`src/rtl/pixel_dma_pkg.sv`:
```
// Shared types and constants for the pixel stream frame DMA.
package pixel_dma_pkg;

  // Pixel data transformation applied on the way to memory.
  typedef enum logic [1:0] {
    MODE_PASS = 2'd0,
    MODE_FILL = 2'd1,
    MODE_MASK = 2'd2,
    MODE_RSVD = 2'd3
  } mode_e;

  // Frame write sequencer states.
  typedef enum logic [1:0] {
    ST_IDLE  = 2'd0,
    ST_RUN   = 2'd1,
    ST_DRAIN = 2'd2
  } state_e;

  // Control slave register map (word index).
  localparam logic [1:0] REG_FRONT = 2'd0;
  localparam logic [1:0] REG_BACK  = 2'd1;
  localparam logic [1:0] REG_CTRL  = 2'd2;
  localparam logic [1:0] REG_VALUE = 2'd3;

  // Replace only the bytes of old_val selected by be with those of new_val.
  function automatic logic [31:0] merge_bytes(input logic [31:0] old_val,
                                              input logic [31:0] new_val,
                                              input logic [3:0]  be);
    logic [31:0] res;
    res = old_val;
    for (int i = 0; i < 4; i++) begin
      if (be[i]) res[8*i +: 8] = new_val[8*i +: 8];
    end
    return res;
  endfunction

endpackage

```
`src/rtl/pixel_dma_ctrl_regs.sv`:
```
// Control/status register file for the frame DMA: double-buffer address
// pair with deferred swap, control word, fill/mask value and frame counter.
module pixel_dma_ctrl_regs
  import pixel_dma_pkg::*;
#(
  parameter int ADDR_W      = 32,
  parameter int FRAME_BYTES = 640
) (
  input  logic              clk,
  input  logic              reset,
  input  logic [1:0]        slave_address,
  input  logic [3:0]        slave_byteenable,
  input  logic              slave_read,
  input  logic              slave_write,
  input  logic [31:0]       slave_writedata,
  output logic [31:0]       slave_readdata,
  input  logic              swap,
  input  logic              frame_done,
  input  logic              busy,
  output logic [ADDR_W-1:0] front_addr,
  output logic [15:0]       stride,
  output mode_e             mode,
  output logic [15:0]       value,
  output logic              enable,
  output logic              swap_pending
);

  localparam logic [15:0] DEFAULT_STRIDE = 16'(FRAME_BYTES);

  logic [31:0] front_q, front_d;
  logic [31:0] back_q, back_d;
  logic [31:0] ctrl_q, ctrl_d;
  logic [15:0] value_q, value_d;
  logic        swap_pending_q, swap_pending_d;
  logic [15:0] frame_count_q, frame_count_d;
  logic [31:0] readdata_q, readdata_d;

  // Next-state for every register: swap, slave writes, counter, read capture.
  always_comb begin
    // NOTE: every variable gets a default first so no path leaves it unassigned (no latch).
    front_d        = front_q;
    back_d         = back_q;
    ctrl_d         = ctrl_q;
    value_d        = value_q;
    swap_pending_d = swap_pending_q;
    frame_count_d  = frame_count_q;
    readdata_d     = readdata_q;

    if (swap) begin
      front_d = back_q;
      back_d  = front_q;
    end

    // A register-0 write arriving with a completing swap re-arms the next swap.
    swap_pending_d = (swap_pending_q & ~swap) | (slave_write && slave_address == REG_FRONT);

    if (slave_write) begin
      case (slave_address)
        REG_BACK:  back_d = merge_bytes(back_d, slave_writedata, slave_byteenable);
        REG_CTRL:  ctrl_d = merge_bytes(ctrl_q, slave_writedata, slave_byteenable);
        REG_VALUE: begin
          for (int i = 0; i < 2; i++) begin
            if (slave_byteenable[i]) value_d[8*i +: 8] = slave_writedata[8*i +: 8];
          end
        end
        default: ;
      endcase
    end

    if (frame_done) frame_count_d = frame_count_q + 16'd1;

    if (slave_read) begin
      case (slave_address)
        REG_FRONT: readdata_d = front_q;
        REG_BACK:  readdata_d = back_q;
        REG_CTRL:  readdata_d = ctrl_q;
        default:   readdata_d = {frame_count_q, 13'b0, swap_pending_q, busy, ctrl_q[0]};
      endcase
    end
  end

  // Register update with synchronous reset.
  always_ff @(posedge clk) begin
    // NOTE: sequential state uses non-blocking assignments so all flops update together.
    if (reset) begin
      front_q        <= '0;
      back_q         <= '0;
      ctrl_q         <= '0;
      value_q        <= '0;
      swap_pending_q <= 1'b0;
      frame_count_q  <= '0;
      readdata_q     <= '0;
    end else begin
      front_q        <= front_d;
      back_q         <= back_d;
      ctrl_q         <= ctrl_d;
      value_q        <= value_d;
      swap_pending_q <= swap_pending_d;
      frame_count_q  <= frame_count_d;
      readdata_q     <= readdata_d;
    end
  end

  // Decode the control word; mode 3 behaves as pass-through.
  always_comb begin
    case (ctrl_q[2:1])
      2'd1:    mode = MODE_FILL;
      2'd2:    mode = MODE_MASK;
      default: mode = MODE_PASS;
    endcase
  end

  assign stride         = (ctrl_q[31:16] == 16'd0) ? DEFAULT_STRIDE : ctrl_q[31:16];
  assign enable         = ctrl_q[0];
  assign value          = value_q;
  assign front_addr     = ADDR_W'(front_q);
  assign swap_pending   = swap_pending_q;
  assign slave_readdata = readdata_q;

endmodule

```
`src/rtl/pixel_stream_frame_dma.sv`:
```
// Writes a packetised pixel stream into a frame buffer in memory, one pixel
// per beat, with SOP/EOP framing, optional fill/mask transform and
// double-buffered front/back frame addresses.
module pixel_stream_frame_dma
  import pixel_dma_pkg::*;
#(
  parameter int FRAME_W = 320,
  parameter int FRAME_H = 240,
  parameter int PIX_W   = 16,
  parameter int ADDR_W  = 32
) (
  input  logic              clk,
  input  logic              reset,
  input  logic [PIX_W-1:0]  stream_data,
  input  logic              stream_startofpacket,
  input  logic              stream_endofpacket,
  input  logic              stream_valid,
  output logic              stream_ready,
  output logic [ADDR_W-1:0] master_address,
  output logic              master_write,
  output logic [PIX_W-1:0]  master_writedata,
  input  logic              master_waitrequest,
  input  logic [1:0]        slave_address,
  input  logic [3:0]        slave_byteenable,
  input  logic              slave_read,
  input  logic              slave_write,
  input  logic [31:0]       slave_writedata,
  output logic [31:0]       slave_readdata,
  output logic              frame_done,
  output logic              busy
);

  localparam int BPP   = PIX_W / 8;
  localparam int XW    = $clog2(FRAME_W + 1);
  localparam int YW    = $clog2(FRAME_H + 1);
  localparam int CMP_W = (PIX_W > 16) ? PIX_W : 16;
  localparam logic [XW-1:0]     X_LAST = XW'(FRAME_W - 1);
  localparam logic [YW-1:0]     Y_LAST = YW'(FRAME_H - 1);
  localparam logic [ADDR_W-1:0] BPP_A  = ADDR_W'(BPP);

  logic [ADDR_W-1:0] front_addr;
  logic [15:0]       stride;
  mode_e             mode;
  logic [15:0]       value;
  logic              enable;
  logic              swap_pending;

  state_e            state_q, state_d;
  logic [XW-1:0]     x_q, x_d;
  logic [YW-1:0]     y_q, y_d;
  logic [ADDR_W-1:0] x_off_q, x_off_d;
  logic [ADDR_W-1:0] line_base_q, line_base_d;
  logic [ADDR_W-1:0] addr_q, addr_d;
  logic [PIX_W-1:0]  data_q, data_d;
  logic              mwrite_q, mwrite_d;
  logic              frame_done_q, frame_done_d;

  logic              accept;
  logic              complete;
  logic              do_write;
  logic [XW-1:0]     wx;
  logic [YW-1:0]     wy;
  logic [ADDR_W-1:0] wx_off;
  logic [ADDR_W-1:0] wbase;
  logic [ADDR_W-1:0] stride_a;
  logic [PIX_W-1:0]  pixel_data;

  pixel_dma_ctrl_regs #(
    .ADDR_W      (ADDR_W),
    .FRAME_BYTES (FRAME_W * BPP)
  ) u_regs (
    .clk              (clk),
    .reset            (reset),
    .slave_address    (slave_address),
    .slave_byteenable (slave_byteenable),
    .slave_read       (slave_read),
    .slave_write      (slave_write),
    .slave_writedata  (slave_writedata),
    .slave_readdata   (slave_readdata),
    .swap             (complete & swap_pending),
    .frame_done       (complete),
    .busy             (busy),
    .front_addr       (front_addr),
    .stride           (stride),
    .mode             (mode),
    .value            (value),
    .enable           (enable),
    .swap_pending     (swap_pending)
  );

  // A new beat can be taken whenever the output register is empty or draining.
  assign stream_ready = enable & (~mwrite_q | ~master_waitrequest);
  assign accept       = stream_valid & stream_ready;
  assign stride_a     = ADDR_W'(stride);

  // Pixel value written to memory for the current beat.
  always_comb begin
    case (mode)
      MODE_FILL: pixel_data = PIX_W'(value);
      MODE_MASK: pixel_data = (CMP_W'(stream_data) >= CMP_W'(value)) ? '1 : '0;
      default:   pixel_data = stream_data;
    endcase
  end

  // Frame sequencer: position tracking, address generation, write hand-off.
  always_comb begin
    state_d      = state_q;
    x_d          = x_q;
    y_d          = y_q;
    x_off_d      = x_off_q;
    line_base_d  = line_base_q;
    addr_d       = addr_q;
    data_d       = data_q;
    mwrite_d     = mwrite_q;
    frame_done_d = 1'b0;
    complete     = 1'b0;
    do_write     = 1'b0;
    wx           = x_q;
    wy           = y_q;
    wx_off       = x_off_q;
    wbase        = line_base_q;

    if (mwrite_q && !master_waitrequest) mwrite_d = 1'b0;

    if (accept) begin
      // SOP always (re)starts the frame at pixel (0,0).
      if (stream_startofpacket) begin
        do_write = 1'b1;
        wx       = '0;
        wy       = '0;
        wx_off   = '0;
        wbase    = '0;
      end else if (state_q == ST_RUN) begin
        do_write = 1'b1;
      end

      if (do_write) begin
        addr_d   = front_addr + wbase + wx_off;
        data_d   = pixel_data;
        mwrite_d = 1'b1;
        state_d  = ST_RUN;
        if (wx == X_LAST) begin
          x_d     = '0;
          x_off_d = '0;
          if (wy == Y_LAST) begin
            state_d     = ST_DRAIN;
            y_d         = wy;
            line_base_d = wbase;
          end else begin
            y_d         = wy + YW'(1);
            line_base_d = wbase + stride_a;
          end
        end else begin
          x_d         = wx + XW'(1);
          x_off_d     = wx_off + BPP_A;
          y_d         = wy;
          line_base_d = wbase;
        end
      end

      // EOP closes the frame only once a frame has been started.
      if (stream_endofpacket && (stream_startofpacket || state_q != ST_IDLE)) begin
        complete     = 1'b1;
        frame_done_d = 1'b1;
        state_d      = ST_IDLE;
      end
    end else if (!enable && state_q != ST_IDLE && (!mwrite_q || !master_waitrequest)) begin
      // Disabled mid-frame: leave once the last pending write has been taken.
      state_d = ST_IDLE;
    end
  end

  // Sequencer and master-port registers.
  always_ff @(posedge clk) begin
    if (reset) begin
      state_q      <= ST_IDLE;
      x_q          <= '0;
      y_q          <= '0;
      x_off_q      <= '0;
      line_base_q  <= '0;
      addr_q       <= '0;
      data_q       <= '0;
      mwrite_q     <= 1'b0;
      frame_done_q <= 1'b0;
    end else begin
      state_q      <= state_d;
      x_q          <= x_d;
      y_q          <= y_d;
      x_off_q      <= x_off_d;
      line_base_q  <= line_base_d;
      addr_q       <= addr_d;
      data_q       <= data_d;
      mwrite_q     <= mwrite_d;
      frame_done_q <= frame_done_d;
    end
  end

  assign master_address   = addr_q;
  assign master_writedata = data_q;
  assign master_write     = mwrite_q;
  assign frame_done       = frame_done_q;
  assign busy             = (state_q != ST_IDLE);

endmodule

```
`config.mk`:
```
export PLATFORM = sky130hd
export DESIGN_NAME = pixel_stream_frame_dma
export DESIGN_NICKNAME = d
export VERILOG_FILES = /design/src/rtl/pixel_dma_pkg.sv /design/src/rtl/pixel_dma_ctrl_regs.sv /design/src/rtl/pixel_stream_frame_dma.sv
export SDC_FILE = /design/constraint.sdc
export NUM_CORES = 1
export LEC_CHECK = 0
export BUFFER_PORTS_ARGS = -buffer_cell sky130_fd_sc_hd__buf_2
export CAP_MARGIN = 20
export CORE_MARGIN = 3
export CORE_UTILIZATION = 41
export DETAILED_ROUTE_END_ITERATION = 16
export HOLD_SLACK_MARGIN = 0.08
export SYNTH_ARGS = -nofsm -noshare
export SYNTH_HDL_FRONTEND = slang
export SYNTH_SLANG_ARGS = --single-unit
```
`constraint.sdc`:
```
create_clock -name clk -period 5.85 [get_ports clk]
set_input_delay 0.2925 -clock clk [delete_from_list [all_inputs] [get_ports clk]]
set_output_delay 0.2925 -clock clk [all_outputs]
set_load 0.005 [all_outputs]
```
==> results of run 1 <==
synthesized netlist by cell type, drive strengths merged (34+ instances only):
cell    count
a21oi     216
nand2     346
a311oi     36
nand3      50
clkbuf    111
dfxtp     294
nand2b     70
o21ai      63
mux2i      37
ha         68
nor2      200
a22oi      34
inv       139
a21o       35
xor2       44
where the power goes:
| part | total [mW] | internal (mW) | leakage [nW] | switching (mW) |
|---|---|---|---|---|
| logic | 0.255 | 0.100 | 5.07 | 0.155 |
| clock network | 2.25 | 1.34 | 0.579 | 0.907 |
| registers | 2.04 | 2.02 | 2.37 | 0.0182 |
| total | 4.54 | 3.46 | 8.03 | 1.08 |
worst max-delay path, cell delays in order, from the launching register on:
cell	delay (ns)
dfxtp_1	0.38
nor2b_1	0.21
inv_1	0.10
fa_1	0.54
inv_1	0.05
ha_1	0.23
fa_1	0.41
and3_1	0.19
o21ai_0	0.27
o21a_1	0.25
a311oi_2	0.14
a2111oi_0	0.54
nor3_1	0.18
a311o_1	0.38
a21oi_1	0.13
metal layers:
metal / global-route usage / up-vias
met2: 0.355 / 474
li1: - / 7645
met5: 0 / -
met1: 0.321 / 7369
met4: 0.0559 / 0
met3: 0.0350 / 64
stage by stage:
stage | cell area (um^2) | utilization | total power, mW
final | 19600 | 0.478 | 4.54
after global routing | 19600 | 0.478 | 4.71
after CTS | 19600 | 0.478 | 4.59
after detailed placement | 18100 | 0.442 | 2.32
after global placement | 18100 | 0.442 | 2.32
after floorplan | 17000 | - | 2.24
cells in the final DEF, fill, tap and decap left out, types with 49 or more instances in the layout:
master      n
inv_1     139
nand2_1   345
dfxtp_1   294
nand2b_1   70
nor2_1    198
ha_1       68
nand3_1    49
o21ai_0    61
buf_2     144
a21oi_1   216
state kept, by name, indices dropped and copies added, names as in the netlist, 16 cells and up:
name                   cells
u_regs.slave_readdata     32
line_base_q               32
u_regs.value              16
u_regs.front_addr         32
x_off_q                   32
u_regs.frame_count_q      16
u_regs.back_q             32
master_writedata          16
master_address            32
u_regs.ctrl_q             32
cell type report:
| type | count | area, um^2 |
|---|---|---|
| inverter | 139 | 522 |
| tap | 532 | 666 |
| timing repair buffer | 193 | 1170 |
| multi-input combinational | 1580 | 10100 |
| sequential | 294 | 5890 |
| clock inverter | 10 | 139 |
| clock buffer | 55 | 1050 |
| fill | 4035 | 21300 |
cells by family after synthesis:
logic type / count (synthesis) / share of synthesized area
adders and majority gates: 101 / 0.0887
xor gates and xnor gates: 67 / 0.0344
DFF: 294 / 0.345
muxes: 56 / 0.0462
AOI/OAI and AO/OA: 501 / 0.188
buffers and inverters: 277 / 0.0617
and+or+nand+nor: 855 / 0.236
final timing paths:
check / startpoint / endpoint / slack, ns / cells after the start
worst max-delay path: x_off_q[1] / master_address[25] / 1.76 / 14
worst min register to register: master_address[15] / master_address[15] / 0.44 / 2
worst min-delay path: stream_data[5] / master_writedata[5] / 0.11 / 4
worst max register to register: x_off_q[1] / master_address[25] / 1.76 / 14
what timing repair did:
| item | CTS | global route |
|---|---|---|
| buffers inserted | 0 | 0 |
| hold endpoints to repair | 79 | 0 |
| hold buffers | 32 | 0 |
==> flow_metrics.env, run 1 <==
export IMPL_start_util=0.416
export IMPL_hold_violations=0
export IMPL_cap_violations=0
export IMPL_grt_pass1_vias=14400
export IMPL_synth_area_leaders="dfxtp_1 35%, nand2_1 7.6%, a21oi_1 6.3%, ha_1 5.0%, nor2_1 4.4%"
export IMPL_syn_nets=2314
export IMPL_drtAntennaViolNets=0
export IMPL_clockBufferDepth=3
export IMPL_arrival_ns=4.56
export IMPL_core_um2=40900
export IMPL_cts_made_buffers=36
export IMPL_clock_latency_ns=0.56
export IMPL_clock_skew_ns=0.0288
export IMPL_dp_cells=2706
export IMPL_drc=0
export IMPL_worst_pin_slew_ns=1.13
export IMPL_fin_crit_sh=0.699
export IMPL_critPathLaunchType="flop"
export IMPL_die_area_um2=44000
export IMPL_hold_path_class="in2reg"
export IMPL_peakVddDrop_mv=0.155
export IMPL_hpwl_um=37100
export IMPL_hold_ws_ns=0.109
export IMPL_num_nets_final=2407
export IMPL_synthCells=2151
export IMPL_topRoutingLayerUsed="met4"
export IMPL_cts_tree="done"
export IMPL_maxSlewHeadroom=0.243
export IMPL_ys_flop_type="dfxtp_1"
export IMPL_firstDrtPassIters=7
export IMPL_grt_max_degree=97
export IMPL_setup_slack_ns=1.76
export IMPL_grt_overflow=0
export IMPL_path_clk_slew_ns=0.06
export IMPL_endpoint_kind="flop"
export IMPL_ys_ff_latch=294
export IMPL_yosysSeqAreaShare=0.345
export IMPL_period_needed_ns=4.09
export IMPL_syn_area_um2=17000
export IMPL_antenna_found_initial=0
export IMPL_synth_edf_count=0
export IMPL_fin_tns_setup_ns=0
export IMPL_vias_per_cell=5.55
export IMPL_port_buffers=145
export IMPL_cts_root_buf="clkbuf_16"
export IMPL_drive_above_1_share=0.112
export IMPL_io_pins=146
export IMPL_syn2layout_area_growth_pct=14.9
export IMPL_ys_types=79
export IMPL_cp_data_required_time_ns=6.32
export IMPL_setup_viol=0
export IMPL_cts_sinks=294
export IMPL_met3_length_um=3080
export IMPL_syn_avg_cell_area_um2=7.92
export IMPL_grt_pass1_wl_um=79800
export IMPL_yosys_area_top_type="dfxtp_1"
export IMPL_routed_wl_um=51400
export IMPL_vias=15600
export IMPL_n_antenna_cell=0
export IMPL_timing_worst_setup_path_type="reg2reg"
export IMPL_die_h_um=210
export IMPL_postCtsResizedCells=0
export IMPL_htree_levels=2
export IMPL_async_reset_ff_frac=0
export IMPL_slew_viol_final=0
export IMPL_drtIter0Drc=1098
export IMPL_wl_met2_um=23400
export IMPL_yosysTopAreaCellShare=0.345
export IMPL_yosysWarnings=0
export IMPL_rows=74
export IMPL_grtUsageTotal=0.224
export IMPL_routedWlPerCell_um=18.3
export IMPL_die_w_um=210
export IMPL_stdcell_count=2803
export IMPL_fmax_ghz=0.245
export IMPL_p_leak_nw=8.03
export IMPL_status="finished, final reports clean"
export IMPL_pre_cts_slack_ns=1.58
export IMPL_place_congestion=0.921
export IMPL_critPathMaxFanout=5
export IMPL_power_density_nw_per_um2=232
export IMPL_drt_met1_wl_um=23800
export IMPL_rsz0062_at_grt="false"
No activity file was read; power rests on OpenSTA's default activity.
==> inputs of run 2 (changes only) <==
--- a/config.mk
+++ b/config.mk
@@ -5,6 +5,7 @@
 export SDC_FILE = /design/constraint.sdc
 export NUM_CORES = 1
 export LEC_CHECK = 0
+export ABC_AREA = 1
 export BUFFER_PORTS_ARGS = -buffer_cell sky130_fd_sc_hd__buf_2
 export CAP_MARGIN = 20
 export CORE_MARGIN = 3
==> constraint.sdc (replaced) <==
create_clock -name clk -period 3.3 [get_ports clk]
set_input_delay 0.165 -clock clk [delete_from_list [all_inputs] [get_ports clk]]
set_output_delay 0.165 -clock clk [all_outputs]
set_load 0.005 [all_outputs]
==> run 2 against run 1 <==
  * Non-clock buffer count grew 37
  * Via count grew 19%
  * Critical path type unchanged
  * Clock power grew 77%
  * Final cell count grew 25%
==> flow_metrics.env, run 2 <==
export IMPL_cts_made_buffers=36
export IMPL_maxSlewHeadroom=0.317
export IMPL_fmax_ghz=0.336
export IMPL_syn_nets=2914
export IMPL_arrival_ns=3.43
export IMPL_peakVddDrop_mv=0.296
export IMPL_ys_flop_type="dfxtp_1"
export IMPL_r2r_start="x_off_q[1]"
export IMPL_n_antenna_cell=0
export IMPL_drive_above_1_share=0.0978
export IMPL_slew_viol_final=0
export IMPL_routedWlPerCell_um=17.6
export IMPL_drc=0
export IMPL_yosysWarnings=0
export IMPL_r2r_end="master_address[31]"
export IMPL_grt_overflow=0
export IMPL_mostFrequentLayoutCells="645 x nand2_1, 362 x inv_1, 340 x nor2_1, 294 x dfxtp_1, 271 x a21oi_1"
export IMPL_synthAdderAreaFrac=0.0840
export IMPL_yosys_area_share_simple=0.288
export IMPL_io_pins=146
export IMPL_syn_avg_cell_area_um2=6.54
export IMPL_grt_pass1_wl_um=98400
export IMPL_start_util=0.417
export IMPL_hpwl_um=45600
export IMPL_hold_ws_ns=0.153
export IMPL_synthCells=2751
export IMPL_yosys_area_top_type="dfxtp_1"
export IMPL_async_reset_ff_frac=0
export IMPL_rr_worst_depth=19
export IMPL_rrSetupSlack_ns=0.33
export IMPL_vias=18500
export IMPL_critPathMaxFanout=4
export IMPL_cts_tree="done"
export IMPL_syn_area_um2=18000
export IMPL_status="finished, final reports clean"
export IMPL_fin_tns_setup_ns=0
export IMPL_die_h_um=215
export IMPL_vias_per_cell=5.30
export IMPL_syn2layout_area_growth_pct=16.4
export IMPL_ys_ff_latch=294
export IMPL_grtUsageTotal=0.263
export IMPL_hold_depth=5
export IMPL_p_leak_nw=9.17
export IMPL_cp_data_required_time_ns=3.76
export IMPL_power_density_nw_per_um2=392
export IMPL_hold_violations=0
export IMPL_rows=76
export IMPL_synth_area_leaders="dfxtp_1 33%, nand2_1 13%, inv_1 7.6%, a21oi_1 7.5%, nor2_1 7.1%"
export IMPL_num_nets_final=3055
export IMPL_synthXorXnorAreaFrac=0.0141
export IMPL_cts_root_buf="clkbuf_16"
export IMPL_synth_top_cells_by_count="646 x nand2_1, 362 x inv_1, 342 x nor2_1, 294 x dfxtp_1, 271 x a21oi_1"
export IMPL_yosysSeqAreaShare=0.327
export IMPL_cap_violations=0
export IMPL_synth_edf_count=0
export IMPL_htree_levels=2
export IMPL_critPathLaunchType="flop"
export IMPL_clock_latency_ns=0.56
export IMPL_drtAntennaViolNets=0
export IMPL_drtIter0Drc=1551
export IMPL_post_cts_buffers=0
export IMPL_path_clk_slew_ns=0.06
export IMPL_hold_path_class="in2reg"
export IMPL_synth_compound_area_frac=0.178
export IMPL_fin_crit_sh=0.901
export IMPL_ys_types=50
export IMPL_synth_most_common_cell="nand2_1"
export IMPL_period_needed_ns=2.97
export IMPL_p_total_mw=8.21
export IMPL_antenna_found_initial=0
export IMPL_clock_skew_ns=0.0154
export IMPL_synthMuxAreaShare=0
export IMPL_whs_endpoint="u_regs.swap_pending"
export IMPL_synth_top_family_by_area="simple AND/OR/NAND/NOR gates"
export IMPL_endpoint_kind="flop"
export IMPL_grt_max_degree=160
export IMPL_clockBufferDepth=3
export IMPL_grt_pass1_vias=17800
export IMPL_port_buffers=145
export IMPL_place_congestion=0.958
export IMPL_rsz0062_at_grt="false"
export IMPL_cts_sinks=294
export IMPL_timing_worst_setup_path_type="reg2reg"
export IMPL_final_common_cell="nand2_1"
export IMPL_die_area_um2=46400
export IMPL_worst_pin_slew_ns=1.02
export IMPL_core_um2=43200
export IMPL_setup_viol=0
export IMPL_die_w_um=215
export IMPL_firstDrtPassIters=8
export IMPL_yosysTopAreaCellShare=0.327
export IMPL_routed_wl_um=61700
export IMPL_min_from="slave_address[0]"
[run 2: cell count changes in the layout (fill, tap and decap cells not counted), moves of 25 or more]
| cell | previous run | this run |
|---|---|---|
| nand2_1 | 345 | 645 |
| inv_1 | 139 | 362 |
| nor2_1 | 198 | 340 |
| o21ai_0 | 61 | 189 |
| nand3_1 | 49 | 134 |
| nand2b_1 | 70 | 0 |
| a21oi_1 | 216 | 271 |
| mux2i_1 | 37 | 0 |
| a21o_1 | 35 | 1 |
| a22oi_1 | 34 | 0 |
| nor2b_1 | 29 | 0 |
| xor2_1 | 44 | 19 |
[run 2: worst max-delay path: stages (launching register included)]
cell	delay, ns
dfxtp_1	0.37
inv_1	0.06
nor2_1	0.13
inv_1	0.10
fa_1	0.51
inv_1	0.04
ha_1	0.22
fa_1	0.41
nand3_1	0.11
nand3_2	0.11
nand2_1	0.08
nand2_1	0.09
nand3_1	0.11
nand2_1	0.13
nand2_1	0.11
nand2_1	0.06
nand2_1	0.06
nand3_1	0.06
nand2_1	0.07
inv_1	0.03
[run 2: repair_timing]
item,in CTS,in global routing
hold buffers,52,0
setup endpoints to repair,0,3
hold endpoints to repair,100,0
resized for setup,0,4
[run 2: where the power goes]
| group | switching [mW] | internal [mW] | leakage [nW] |
|---|---|---|---|
| clock network | 1.60 | 2.38 | 0.572 |
| registers | 0.0408 | 3.61 | 2.38 |
| logic | 0.364 | 0.212 | 6.22 |
[run 2: cell type report]
| type | instances | area [um^2] |
|---|---|---|
| Fill cell | 4537 | 22200 |
| Multi-Input combinational cell | 1955 | 10200 |
| Sequential cell | 294 | 5890 |
| Timing Repair Buffer | 230 | 1570 |
| Inverter | 375 | 1410 |
| Clock buffer | 53 | 1070 |
| Tap cell | 585 | 732 |
| Clock inverter | 7 | 92.6 |
[run 2: kinds of logic (layout without fill, tap and decap cells)]
| family | count (synthesis) | after routing |
|---|---|---|
| and+or+nand+nor | 1250 | 1250 |
| buffers and inverters | 502 | 665 |
| xor gates and xnor gates | 29 | 29 |
| DFF | 294 | 294 |
| AOI/OAI and AO/OA | 575 | 575 |
| adders and majority gates | 101 | 101 |
[run 2: metrics by stage]
| step | cell area, um^2 | setup WS (ns) | util | instances |
|---|---|---|---|---|
| 3_3_place_gp | 19200 | 0.0823 | 0.446 | 3387 |
| 2_1_floorplan | 18000 | 0.220 | - | 2751 |
| 4_1_cts | 20900 | 0.301 | 0.485 | 3499 |
| 3_5_place_dp | 19200 | 0.193 | 0.446 | 3387 |
| 6_report | 20900 | 0.326 | 0.485 | 3499 |
| 5_1_grt | 20900 | 0.0323 | 0.485 | 3499 |
[run 2: layer usage]
layer,part of all wire,routed length [um],global-route usage,up-vias
met5,0,0,0,-
met4,0.034,2110,0.0908,0
met3,0.062,3800,0.0413,116
met2,0.45,27500,0.426,630
met1,0.46,28300,0.358,8593
li1,-,-,-,9204
[run 2: how the worst max path moves through the flow]
stage	from	endpoint	slack [ns]
floorplan	stream_startofpacket	master_address[31]	0.22
global placement	stream_startofpacket	master_address[24]	0.08
detailed placement	stream_startofpacket	master_address[24]	0.19
CTS	x_off_q[1]	master_address[31]	0.30
global route	x_off_q[1]	master_address[31]	0.03
finish	x_off_q[1]	master_address[31]	0.33
